**config.mk**
```make
export PLATFORM = sky130hd
export DESIGN_NAME = alu_exec_unit_flat
export DESIGN_NICKNAME = d
export VERILOG_FILES = /design/src/rtl/alu_exec_unit_if.sv /design/src/rtl/alu_exec_unit.sv /design/src/flat_wrapper.sv
export SDC_FILE = /design/constraint.sdc
export NUM_CORES = 1
export LEC_CHECK = 0
export CAP_MARGIN = 20
export CORE_MARGIN = 10
export CORE_UTILIZATION = 35
export DETAILED_ROUTE_END_ITERATION = 10
export GPL_TIMING_DRIVEN = 0
export MAX_ROUTING_LAYER = met4
export PLACE_DENSITY = 0.56
export SYNTH_ARGS = -nofsm -noshare
export SYNTH_HDL_FRONTEND = slang
export SYNTH_SLANG_ARGS = --single-unit
```
**constraint.sdc**
```tcl
create_clock -name clk -period 7.05 [get_ports clk]
set_input_delay 1.0575 -clock clk [delete_from_list [all_inputs] [get_ports clk]]
set_output_delay 1.0575 -clock clk [all_outputs]
set_load 0.05 [all_outputs]
```
**src/rtl/alu_exec_unit_if.sv**
```systemverilog
// Issue port from the execution buffer into the ALU execution unit.
// The buffer drives the master side; alu_exec_unit consumes the slave side.
`ifndef NUM_D_REG
`define NUM_D_REG 8
`endif
`ifndef NUM_S_REG
`define NUM_S_REG 8
`endif
`ifndef ROB_LENGTH
`define ROB_LENGTH 8
`endif

interface alu_exec_unit_if #(
   parameter int RW  = $clog2(`NUM_D_REG),
   parameter int SW  = $clog2(`NUM_S_REG),
   parameter int QW  = $clog2(`ROB_LENGTH),
   parameter int IW  = 6,
   parameter int OPW = 4
);
   logic           valid;
   logic [QW-1:0]  rob_addr;
   logic [OPW-1:0] alu_op;
   logic [IW-1:0]  immdt;
   logic [RW-1:0]  ra_addr;
   logic           use_rt;
   logic [RW-1:0]  rt_addr;
   logic           write_dst;
   logic [RW-1:0]  rw_addr;
   logic [SW-1:0]  rs_addr;

   modport master (
      output valid, rob_addr, alu_op, immdt, ra_addr, use_rt, rt_addr, write_dst, rw_addr, rs_addr
   );
   modport slave (
      input valid, rob_addr, alu_op, immdt, ra_addr, use_rt, rt_addr, write_dst, rw_addr, rs_addr
   );
endinterface

```
**src/rtl/alu_exec_unit.sv**
```systemverilog
// Two-stage ALU execution unit: S1 reads/latches operands, S2 executes and writes back.
// Optional ALU_BYPASS_EN forwards the live S2 result into S1 operands on an address match.
`ifndef NUM_D_REG
`define NUM_D_REG 8
`endif
`ifndef NUM_S_REG
`define NUM_S_REG 8
`endif
`ifndef ROB_LENGTH
`define ROB_LENGTH 8
`endif

module alu_exec_unit #(
   parameter  int DATA_W = 8,
   localparam int RW     = $clog2(`NUM_D_REG),
   localparam int SW     = $clog2(`NUM_S_REG),
   localparam int QW     = $clog2(`ROB_LENGTH)
) (
   input  logic              clk,
   input  logic              n_rst,
   alu_exec_unit_if.slave    issue,
   output logic              eb_retain,
   output logic [RW-1:0]     ra_rd_addr,
   input  logic [DATA_W-1:0] ra_rd_data,
   output logic [RW-1:0]     rt_rd_addr,
   input  logic [DATA_W-1:0] rt_rd_data,
   output logic              wb_req,
   input  logic              wb_grant,
   output logic              wb_d_we,
   output logic [RW-1:0]     wb_d_addr,
   output logic [DATA_W-1:0] wb_d_data,
   output logic              wb_s_we,
   output logic [SW-1:0]     wb_s_addr,
   output logic [1:0]        wb_s_data,
   output logic              calc_set,
   output logic              rob_done,
   output logic [QW-1:0]     rob_done_addr,
   input  logic              restore,
   input  logic [QW-1:0]     cp_tail,
   input  logic [QW-1:0]     rob_head
);
   localparam logic [3:0] OP_NAND = 4'd0, OP_AND = 4'd1, OP_OR  = 4'd2, OP_XOR = 4'd3,
                          OP_ADD  = 4'd4, OP_SUB = 4'd5, OP_SHL = 4'd6, OP_SHR = 4'd7;

   typedef struct packed {
      logic [QW-1:0] rob;
      logic [3:0]    op;
      logic [5:0]    immdt;
      logic [RW-1:0] ra;
      logic [RW-1:0] rt;
      logic          use_rt;
      logic          write_dst;
      logic [RW-1:0] rw;
      logic [SW-1:0] rs;
   } s1_t;

   typedef struct packed {
      logic [QW-1:0]     rob;
      logic [3:0]        op;
      logic              write_dst;
      logic [RW-1:0]     rw;
      logic [SW-1:0]     rs;
      logic [DATA_W-1:0] a;
      logic [DATA_W-1:0] b;
   } s2_t;

   logic s1_valid_q, s1_valid_d, s2_valid_q, s2_valid_d;
   s1_t  s1_q, s1_d;
   s2_t  s2_q, s2_d;
   logic s1_live, s2_live, issue_live, stall;
   logic [DATA_W-1:0] op_a, op_b, op_b_reg, result;

   // Surviving window is [head, tail) modulo ROB size; head == tail means nothing survives.
   function automatic logic survives(input logic [QW-1:0] a, input logic [QW-1:0] head,
                                     input logic [QW-1:0] tail);
      if (tail > head) return (a >= head) && (a < tail);
      if (tail < head) return (a >= head) || (a < tail);
      return 1'b0;
   endfunction

   always_comb begin
      result = '0;
      case (s2_q.op)
         OP_NAND: result = ~(s2_q.a & s2_q.b);
         OP_AND:  result = s2_q.a & s2_q.b;
         OP_OR:   result = s2_q.a | s2_q.b;
         OP_XOR:  result = s2_q.a ^ s2_q.b;
         OP_ADD:  result = s2_q.a + s2_q.b;
         OP_SUB:  result = s2_q.a - s2_q.b;
         OP_SHL:  result = s2_q.a << s2_q.b[2:0];
         OP_SHR:  result = s2_q.a >> s2_q.b[2:0];
         default: result = '0;
      endcase
   end

   always_comb begin
      s1_live    = s1_valid_q & ~(restore & ~survives(s1_q.rob, rob_head, cp_tail));
      s2_live    = s2_valid_q & ~(restore & ~survives(s2_q.rob, rob_head, cp_tail));
      issue_live = issue.valid & ~(restore & ~survives(issue.rob_addr, rob_head, cp_tail));
      stall      = s2_valid_q & ~wb_grant;
      eb_retain  = stall & s1_valid_q;

      wb_req        = s2_live;
      rob_done      = s2_live & wb_grant;
      wb_s_we       = rob_done;
      wb_d_we       = rob_done & s2_q.write_dst;
      calc_set      = wb_d_we;
      wb_d_addr     = s2_q.rw;
      wb_s_addr     = s2_q.rs;
      rob_done_addr = s2_q.rob;
      wb_d_data     = s2_valid_q ? result : '0;
      wb_s_data     = s2_valid_q ? {result[DATA_W-1], result == '0} : 2'b00;

      ra_rd_addr = s1_q.ra;
      rt_rd_addr = s1_q.rt;
      op_a       = ra_rd_data;
      op_b_reg   = rt_rd_data;
`ifdef ALU_BYPASS_EN
      if (s2_live && s2_q.write_dst && (s2_q.rw == s1_q.ra)) op_a     = wb_d_data;
      if (s2_live && s2_q.write_dst && (s2_q.rw == s1_q.rt)) op_b_reg = wb_d_data;
`endif
      op_b = s1_q.use_rt ? op_b_reg : DATA_W'($signed(s1_q.immdt));

      s1_valid_d = s1_valid_q;
      s1_d       = s1_q;
      s2_valid_d = s2_valid_q;
      s2_d       = s2_q;

      // A killed op frees its stage even while the stage would otherwise hold.
      if (stall) begin
         s2_valid_d = s2_live;
      end else begin
         s2_valid_d = s1_live;
         if (s1_live) begin
            s2_d = '{rob: s1_q.rob, op: s1_q.op, write_dst: s1_q.write_dst,
                     rw: s1_q.rw, rs: s1_q.rs, a: op_a, b: op_b};
         end
      end

      if (eb_retain) begin
         s1_valid_d = s1_live;
      end else begin
         s1_valid_d = issue_live;
         if (issue_live) begin
            s1_d = '{rob: issue.rob_addr, op: issue.alu_op, immdt: issue.immdt,
                     ra: issue.ra_addr, rt: issue.rt_addr, use_rt: issue.use_rt,
                     write_dst: issue.write_dst, rw: issue.rw_addr, rs: issue.rs_addr};
         end
      end
   end

   always_ff @(posedge clk or negedge n_rst) begin
      if (!n_rst) begin
         s1_valid_q <= 1'b0;
         s2_valid_q <= 1'b0;
         s1_q       <= '0;
         s2_q       <= '0;
      end else begin
         s1_valid_q <= s1_valid_d;
         s2_valid_q <= s2_valid_d;
         s1_q       <= s1_d;
         s2_q       <= s2_d;
      end
   end
endmodule
```
**src/flat_wrapper.sv**
```systemverilog
// flat-port wrapper written by rule: the top's interface ports become plain ports
module alu_exec_unit_flat 
#(
   parameter  int DATA_W = 8,
   localparam int RW     = $clog2(`NUM_D_REG),
   localparam int SW     = $clog2(`NUM_S_REG),
   localparam int QW     = $clog2(`ROB_LENGTH)
)
  (clk, n_rst, eb_retain, ra_rd_addr, ra_rd_data, rt_rd_addr, rt_rd_data, wb_req, wb_grant, wb_d_we, wb_d_addr, wb_d_data, wb_s_we, wb_s_addr, wb_s_data, calc_set, rob_done, rob_done_addr, restore, cp_tail, rob_head, issue_valid, issue_rob_addr, issue_alu_op, issue_immdt, issue_ra_addr, issue_use_rt, issue_rt_addr, issue_write_dst, issue_rw_addr, issue_rs_addr);
  alu_exec_unit_if issue_i ();
  input  logic clk;
  input  logic n_rst;
  output logic eb_retain;
  output logic [RW-1:0] ra_rd_addr;
  input  logic [DATA_W-1:0] ra_rd_data;
  output logic [RW-1:0] rt_rd_addr;
  input  logic [DATA_W-1:0] rt_rd_data;
  output logic wb_req;
  input  logic wb_grant;
  output logic wb_d_we;
  output logic [RW-1:0] wb_d_addr;
  output logic [DATA_W-1:0] wb_d_data;
  output logic wb_s_we;
  output logic [SW-1:0] wb_s_addr;
  output logic [1:0] wb_s_data;
  output logic calc_set;
  output logic rob_done;
  output logic [QW-1:0] rob_done_addr;
  input  logic restore;
  input  logic [QW-1:0] cp_tail;
  input  logic [QW-1:0] rob_head;
  input wire logic [$bits(issue_i.valid)-1:0] issue_valid;
  input wire logic [$bits(issue_i.rob_addr)-1:0] issue_rob_addr;
  input wire logic [$bits(issue_i.alu_op)-1:0] issue_alu_op;
  input wire logic [$bits(issue_i.immdt)-1:0] issue_immdt;
  input wire logic [$bits(issue_i.ra_addr)-1:0] issue_ra_addr;
  input wire logic [$bits(issue_i.use_rt)-1:0] issue_use_rt;
  input wire logic [$bits(issue_i.rt_addr)-1:0] issue_rt_addr;
  input wire logic [$bits(issue_i.write_dst)-1:0] issue_write_dst;
  input wire logic [$bits(issue_i.rw_addr)-1:0] issue_rw_addr;
  input wire logic [$bits(issue_i.rs_addr)-1:0] issue_rs_addr;
  assign issue_i.valid = issue_valid;
  assign issue_i.rob_addr = issue_rob_addr;
  assign issue_i.alu_op = issue_alu_op;
  assign issue_i.immdt = issue_immdt;
  assign issue_i.ra_addr = issue_ra_addr;
  assign issue_i.use_rt = issue_use_rt;
  assign issue_i.rt_addr = issue_rt_addr;
  assign issue_i.write_dst = issue_write_dst;
  assign issue_i.rw_addr = issue_rw_addr;
  assign issue_i.rs_addr = issue_rs_addr;
  alu_exec_unit #(.DATA_W(DATA_W)) u_core (.clk(clk), .n_rst(n_rst), .issue(issue_i), .eb_retain(eb_retain), .ra_rd_addr(ra_rd_addr), .ra_rd_data(ra_rd_data), .rt_rd_addr(rt_rd_addr), .rt_rd_data(rt_rd_data), .wb_req(wb_req), .wb_grant(wb_grant), .wb_d_we(wb_d_we), .wb_d_addr(wb_d_addr), .wb_d_data(wb_d_data), .wb_s_we(wb_s_we), .wb_s_addr(wb_s_addr), .wb_s_data(wb_s_data), .calc_set(calc_set), .rob_done(rob_done), .rob_done_addr(rob_done_addr), .restore(restore), .cp_tail(cp_tail), .rob_head(rob_head));
endmodule
```
==> results of run 1 <==
-- flip-flops by register name, summed over array words and instances (netlist names) --
name                  cells
u_core.rob_done_addr      3
u_core.wb_s_addr          3
u_core.s2_valid_q         1
u_core.s1_q              21
u_core.wb_d_addr          3
u_core.ra_rd_addr         3
u_core.rt_rd_addr         3
u_core.s1_valid_q         1
u_core.s2_q              21
-- power groups by stage --
| stage | Combinational [W] | Sequential (W) | Clock, W |
|---|---|---|---|
| 6_report | 0.00207 | 0.000624 | 0.000427 |
| 3_5_place_dp | 0.00207 | 0.000632 | 0 |
| 4_1_cts | 0.00209 | 0.000626 | 0.000440 |
| 5_1_grt | 0.00226 | 0.000651 | 0.000457 |
| 2_1_floorplan | 0.00156 | 0.000576 | 0 |
| 3_3_place_gp | 0.00206 | 0.000628 | 0 |
-- logic make-up after synthesis --
logic type	after synthesis
mux	76
buf+inv	67
flops	59
simple gates	102
xor+xnor	12
fa+ha+maj	44
compound gates	89
-- stage by stage --
stage	util, %	hold slack (ns)
after floorplan	-	0.452
final	46.9	0.483
after global placement	44.4	0.463
after CTS	46.9	0.488
after global routing	46.9	0.509
after detailed placement	44.6	0.477
-- per-layer routing --
layer	up-vias	wire (µm)
li1	1790	-
met1	1710	5380
met2	101	5590
met3	9	845
met4	0	117
met5	-	0
-- synthesized netlist by cell type, types with 3 or more instances --
master | number | area (µm²)
nor2b_1 | 10 | 62.6
mux2i_1 | 21 | 210
o21ai_0 | 16 | 80.1
nand2_1 | 28 | 105
a211oi_1 | 4 | 30.0
xor2_1 | 3 | 26.3
a31oi_1 | 7 | 43.8
buf_2 | 5 | 25.0
and3_1 | 4 | 25.0
clkbuf_1 | 8 | 30.0
buf_4 | 19 | 143
nand3_1 | 7 | 35.0
xnor2_1 | 9 | 78.8
inv_1 | 27 | 101
clkbuf_8 | 4 | 55.1
mux2_1 | 7 | 78.8
a21o_1 | 11 | 82.6
dfrtp_1 | 59 | 1480
buf_6 | 4 | 45.0
ha_1 | 43 | 538
and2b_1 | 3 | 22.5
nor2_1 | 18 | 67.6
nand2b_1 | 9 | 56.3
a21oi_1 | 20 | 100
mux2_2 | 45 | 507
and2_1 | 6 | 37.5
o21a_1 | 4 | 30.0
-- final timing paths --
path	slack [ns]	cells past startpoint	endpoint
worst max-delay path	1.23	15	wb_s_data[0]
worst min-delay path	0.48	1	u_core.wb_d_addr[2]
worst max register to register	4.48	9	u_core.s2_q[25]
worst min register to register	0.48	1	u_core.wb_d_addr[2]
max in group asynchronous	5.77	2	u_core.s1_q[22]
min in group asynchronous	0.69	1	u_core.rt_rd_addr[1]
-- worst max-delay path, cell delays in order, from the launching register on --
cell,delay [ns]
dfrtp_1,0.49
buf_6,0.22
buf_6,0.18
inv_1,0.14
ha_1,0.32
mux2_2,0.30
inv_1,0.06
ha_1,0.21
nor2b_1,0.14
o31ai_1,0.42
a21oi_1,0.22
a31oi_1,0.26
xnor2_1,0.10
a211o_1,0.34
nor4_2,0.21
clkdlybuf4s50_1,0.84
-- layout make-up --
cell class                 instances  area, µm²  area share [%]
buffer                            40        298            4.99
clock buffer                       9        225            3.78
clock inverter                     7       68.8            1.15
inverter                          27        101            1.70
multi-input combinational        323       2720            45.7
sequential                        59       1480            24.8
tap                              172        215            3.61
timing repair buffer              85        856            14.4
==> results.yml, run 1 <==
synth:
  yosys.area_share.adder_pct: 12.1
  synth_compound_area_share_pct: 13.1
  yosysUniqueCellTypes: 64
  synthMuxAreaShare_pct: 18.9
  yosys_register_bits: 59
  synth_xor_area_share_pct: 2.29
  seq_area_frac_synth_pct: 32.1
  yosysWarnings: 0
  async_reset_ff_share_pct: 100
  syn_area_um2: 4600
  synth-simple-area-share_pct: 12.8
  syn_inst: 449
  syn_nets: 547
  syn_avg_cell_area_um2: 10.2
  synth_top_family_by_area: "multiplexers"
  synth_edf_count: 0
  synthFlopType: "dfrtp_1"
timing:
  tightest_slew_ns: 0.806
  rsz0062_at_grt: "no"
  setup_tns_ns: 0
  timing.final.crit_share_pct: 82.6
  setup_viol: 0
  max-slew-margin-rel_pct: 46.1
  fmax_mhz: 172
  finClkSkew_ns: 0.00765
  finalCriticalPeriod_ns: 5.82
  drv_slew: 0
  hold_viol: 0
  final.setup.worst_slack_ns: 1.23
drt:
  ant_nets: 0
  vias: 3610
  firstDrtPassIters: 5
  vias_per_cell: 5.00
  drtIter0Drc: 173
  wl_per_cell_um: 16.5
  drc: 0
  drt_wl_total_um: 11900
die:
  die_area_um2: 18100
  die_h_um: 135
  coreArea_um2: 12700
  rows: 41
  io_pins: 85
  fp.dieW_um: 135
  initial_core_util_pct: 36.1
global_routing:
  met1_usage_pct: 17.1
  grtUsageMet3_pct: 5.01
  grt_pass1_vias: 3945
  grtUsageMet2_pct: 21.6
  track_usage_pct: 14.0
  grt_max_degree: 40
  overflow: 0
  grt_first_pass_wirelength_um: 20100
  busiest_layer: "met2"
  antenna_found_initial: 0
min_path:
  min-delay-start: "u_core.s1_q[5]"
  hold_path.class: "register to register"
finish:
  nFillCells: 1297
  syn_to_final_growth_pct: 29.7
  finalNetCount: 643
  design_area_um2: 5960
  n_antenna_cell: 0
  most-common-layout-cells: "clkdlybuf4s50_1, dfrtp_1, mux2_2, ha_1, nand2_1"
  mostFrequentLayoutCell: "clkdlybuf4s50_1"
  drive_gt1_share_pct: 20.4
  layout.cells.non_filler: 722
critical_path:
  setup.worst_path.end_class: "output port"
  crit_fanout: 10
  start_kind: "register"
  cp-startpoint: "u_core.s2_q[0]"
  r2r-start: "u_core.s1_q[24]"
  critPathKind: "register to output port"
  cp.required_ns: 5.99
  crit_arrival_ns: 4.77
place:
  dpl-instance-area_um2: 5670
  place_ws_ns: 1.53
  dp_hpwl_um: 9600
  dp_cells: 706
  place_congestion: 0.905
  port_buffers: 84
clock_tree:
  cts.clk_slew.worst_paths_ns: 0.05
  cts_max_path_buffers: 2
  cts_max_level: 3
  root_buffer: "clkbuf_16"
  post_cts_buffers: 0
  clock_latency_ns: 0.32
  post_cts_resized: 0
  holdBufCountCts: 0
  clock_sinks: 59
  cts_buffers: 9
  cts_tree: "yes"
power:
  peakVddDrop_v: 0.000206
  switching_share_pct: 46.3
  seq_power_share_pct: 20.0
  total_power_w: 0.00312
  switchingPower_w: 0.00145
  intPower_w: 0.00167
  clkPwrFrac_pct: 13.7
  power_leakage_nw: 2.68
  powerDensity_nw_per_um2: 523
  p_comb_share_pct: 66.3
flow_run:
  drv_cap: 0
status:
  status: "complete, no violations"
Note: power is estimated with default switching activity, not from simulation.
==> run 2, diff against run 1 <==
--- a/config.mk
+++ b/config.mk
@@ -11,7 +11,7 @@
 export DETAILED_ROUTE_END_ITERATION = 10
 export GPL_TIMING_DRIVEN = 0
 export MAX_ROUTING_LAYER = met4
-export PLACE_DENSITY = 0.56
+export PLACE_DENSITY = 0.58
 export SYNTH_ARGS = -nofsm -noshare
 export SYNTH_HDL_FRONTEND = slang
 export SYNTH_SLANG_ARGS = --single-unit
==> constraint.sdc (replaced) <==
create_clock -name clk -period 4.76 [get_ports clk]
set_input_delay 0.714 -clock clk [delete_from_list [all_inputs] [get_ports clk]]
set_output_delay 0.714 -clock clk [all_outputs]
set_load 0.05 [all_outputs]
==> run 2 against run 1 <==
Compared with the run above:
- core utilization hardly changed
- die area is the same
- clock power is 41% higher
- first-iteration DRC count is 6.4% lower
- worst hold slack got worse by 0.061 ns
- routed wire length increased by 4.0%
- global-route usage hardly changed
- critical endpoint is now wb_d_we
==> results.yml, run 2 (synthesis results as in run 1) <==
critical_path:
  critPathKind: "primary input to output port"
  crit_arrival_ns: 3.86
  setup.worst_path.end_class: "output port"
  r2r_slack_ns: 2.17
  start_kind: "primary input"
  crit_fanout: 4
  cp.required_ns: 4.05
place:
  port_buffers: 84
  dp_hpwl_um: 9870
  place_congestion: 0.892
  dp_cells: 706
flow_run:
  drv_cap: 0
timing:
  rsz0062_at_grt: "no"
  max-slew-margin-rel_pct: 41.7
  fmax_mhz: 219
  setup_tns_ns: 0
  hold_viol: 0
  drv_slew: 0
  tightest_slew_ns: 0.873
  finClkSkew_ns: 0.00626
  timing.final.crit_share_pct: 96.0
  finalCriticalPeriod_ns: 4.57
  timing.hold.ws_ns: 0.422
  setup_viol: 0
drt:
  wl_per_cell_um: 17.1
  vias_per_cell: 5.01
  vias: 3627
  drt_wl_total_um: 12400
  drc: 0
  ant_nets: 0
  drtIter0Drc: 162
  firstDrtPassIters: 4
clock_tree:
  clock_latency_ns: 0.33
  cts_tree: "yes"
  clock_sinks: 59
  cts_max_path_buffers: 2
  cts_buffers: 9
  cts_max_level: 3
  root_buffer: "clkbuf_16"
  holdBufCountCts: 0
  cts.clk_slew.worst_paths_ns: 0.05
die:
  rows: 41
  coreArea_um2: 12700
  fp.dieW_um: 135
  io_pins: 85
  die_area_um2: 18100
  initial_core_util_pct: 36.1
  die_h_um: 135
power:
  intPower_w: 0.00247
  power_leakage_nw: 2.69
  switchingPower_w: 0.00217
  powerDensity_nw_per_um2: 779
  p_comb_share_pct: 67.1
  clkPwrFrac_pct: 12.9
  total_power_w: 0.00464
  peakVddDrop_v: 0.000336
  switching_share_pct: 46.7
  seq_power_share_pct: 20.0
finish:
  layout.cells.non_filler: 724
  multi_input_area_um2: 2730
  syn_to_final_growth_pct: 29.6
  finalNetCount: 645
  nFillCells: 1248
  fin_util_pct: 46.9
  drive_gt1_share_pct: 21.7
  n_antenna_cell: 0
  mostFrequentLayoutCell: "clkdlybuf4s50_1"
  seq_area_um2: 1480
  most-common-layout-cells: "clkdlybuf4s50_1, dfrtp_1, mux2_2, ha_1, nand2_1"
  reg.largest.list: "u_core.s1_q: 21 flops, u_core.s2_q: 21 flops"
global_routing:
  antenna_found_initial: 0
  grt_first_pass_wirelength_um: 19800
  overflow: 0
  grt_pass1_vias: 3807
  grt_max_degree: 33
  track_usage_pct: 14.0
min_path:
  hold_path.class: "primary input to asynchronous set/reset pin"
status:
  status: "complete, no violations"
run 2: path summary, 6_finish.rpt:
path / startpoint / end / depth (start not counted)
worst max-delay path: rob_head[1] / wb_d_we / 12
worst min-delay path: n_rst / u_core.ra_rd_addr[1] / 1
worst max register to register: u_core.s1_q[24] / u_core.rob_done_addr[1] / 9
worst min register to register: u_core.s1_q[0] / u_core.s1_q[0] / 1
max in group asynchronous: n_rst / u_core.rob_done_addr[2] / 2
min in group clk: u_core.s1_q[0] / u_core.s1_q[0] / 1
run 2: power groups by stage:
stage / sequential (W) / clock, W / combinational (W)
5_1_grt: 0.000958 / 0.000644 / 0.00339
2_1_floorplan: 0.000853 / 0 / 0.00231
4_1_cts: 0.000938 / 0.000617 / 0.00311
3_5_place_dp: 0.000946 / 0 / 0.00307
6_report: 0.000928 / 0.000600 / 0.00311
3_3_place_gp: 0.000937 / 0 / 0.00304
run 2: final cells by class:
cell class,count,area share (%)
clock inverters,4,0.420
clock buffers,12,4.30
inverters,27,1.70
well taps,172,3.61
flip-flops and latches,59,24.8
repair buffers,87,14.3
plain buffers,40,5.06
multi-input cells,323,45.8
run 2: timing repair:
action / CTS / global route
endpoints found under the setup margin: 6 / 8
resized for setup: 18 / 8
pin swaps: 1 / 1
cloned: 0 / 0
setup buffers: 1 / 1
run 2: worst max-delay path: stages:
cell             delay, ns
clkdlybuf4s50_1       0.45
inv_1                 0.08
ha_1                  0.30
nor2b_1               0.13
o21ai_0               0.20
and2b_1               0.22
a21oi_1               0.06
o311a_1               0.31
nor2b_1               0.24
and3_1                0.24
buf_4                 0.11
clkdlybuf4s50_1       0.80
run 2: metrics by stage:
| stage | cell area [µm²] | setup WS [ns] |
|---|---|---|
| after floorplan | 4600 | 0.348 |
| after global placement | 5650 | -0.356 |
| after detailed placement | 5670 | -0.418 |
| after CTS | 5950 | 0.00185 |
| after global routing | 5960 | 0.0238 |
| final | 5960 | 0.188 |
run 2: per-layer routing:
metal / track usage [%] / wire, µm / up-vias
met2: 22.1 / 5970 / 98
met1: 16.4 / 5540 / 1737
met4: 5.08 / 144 / 0
met5: - / 0 / -
met3: 4.60 / 746 / 10
li1: - / - / 1782
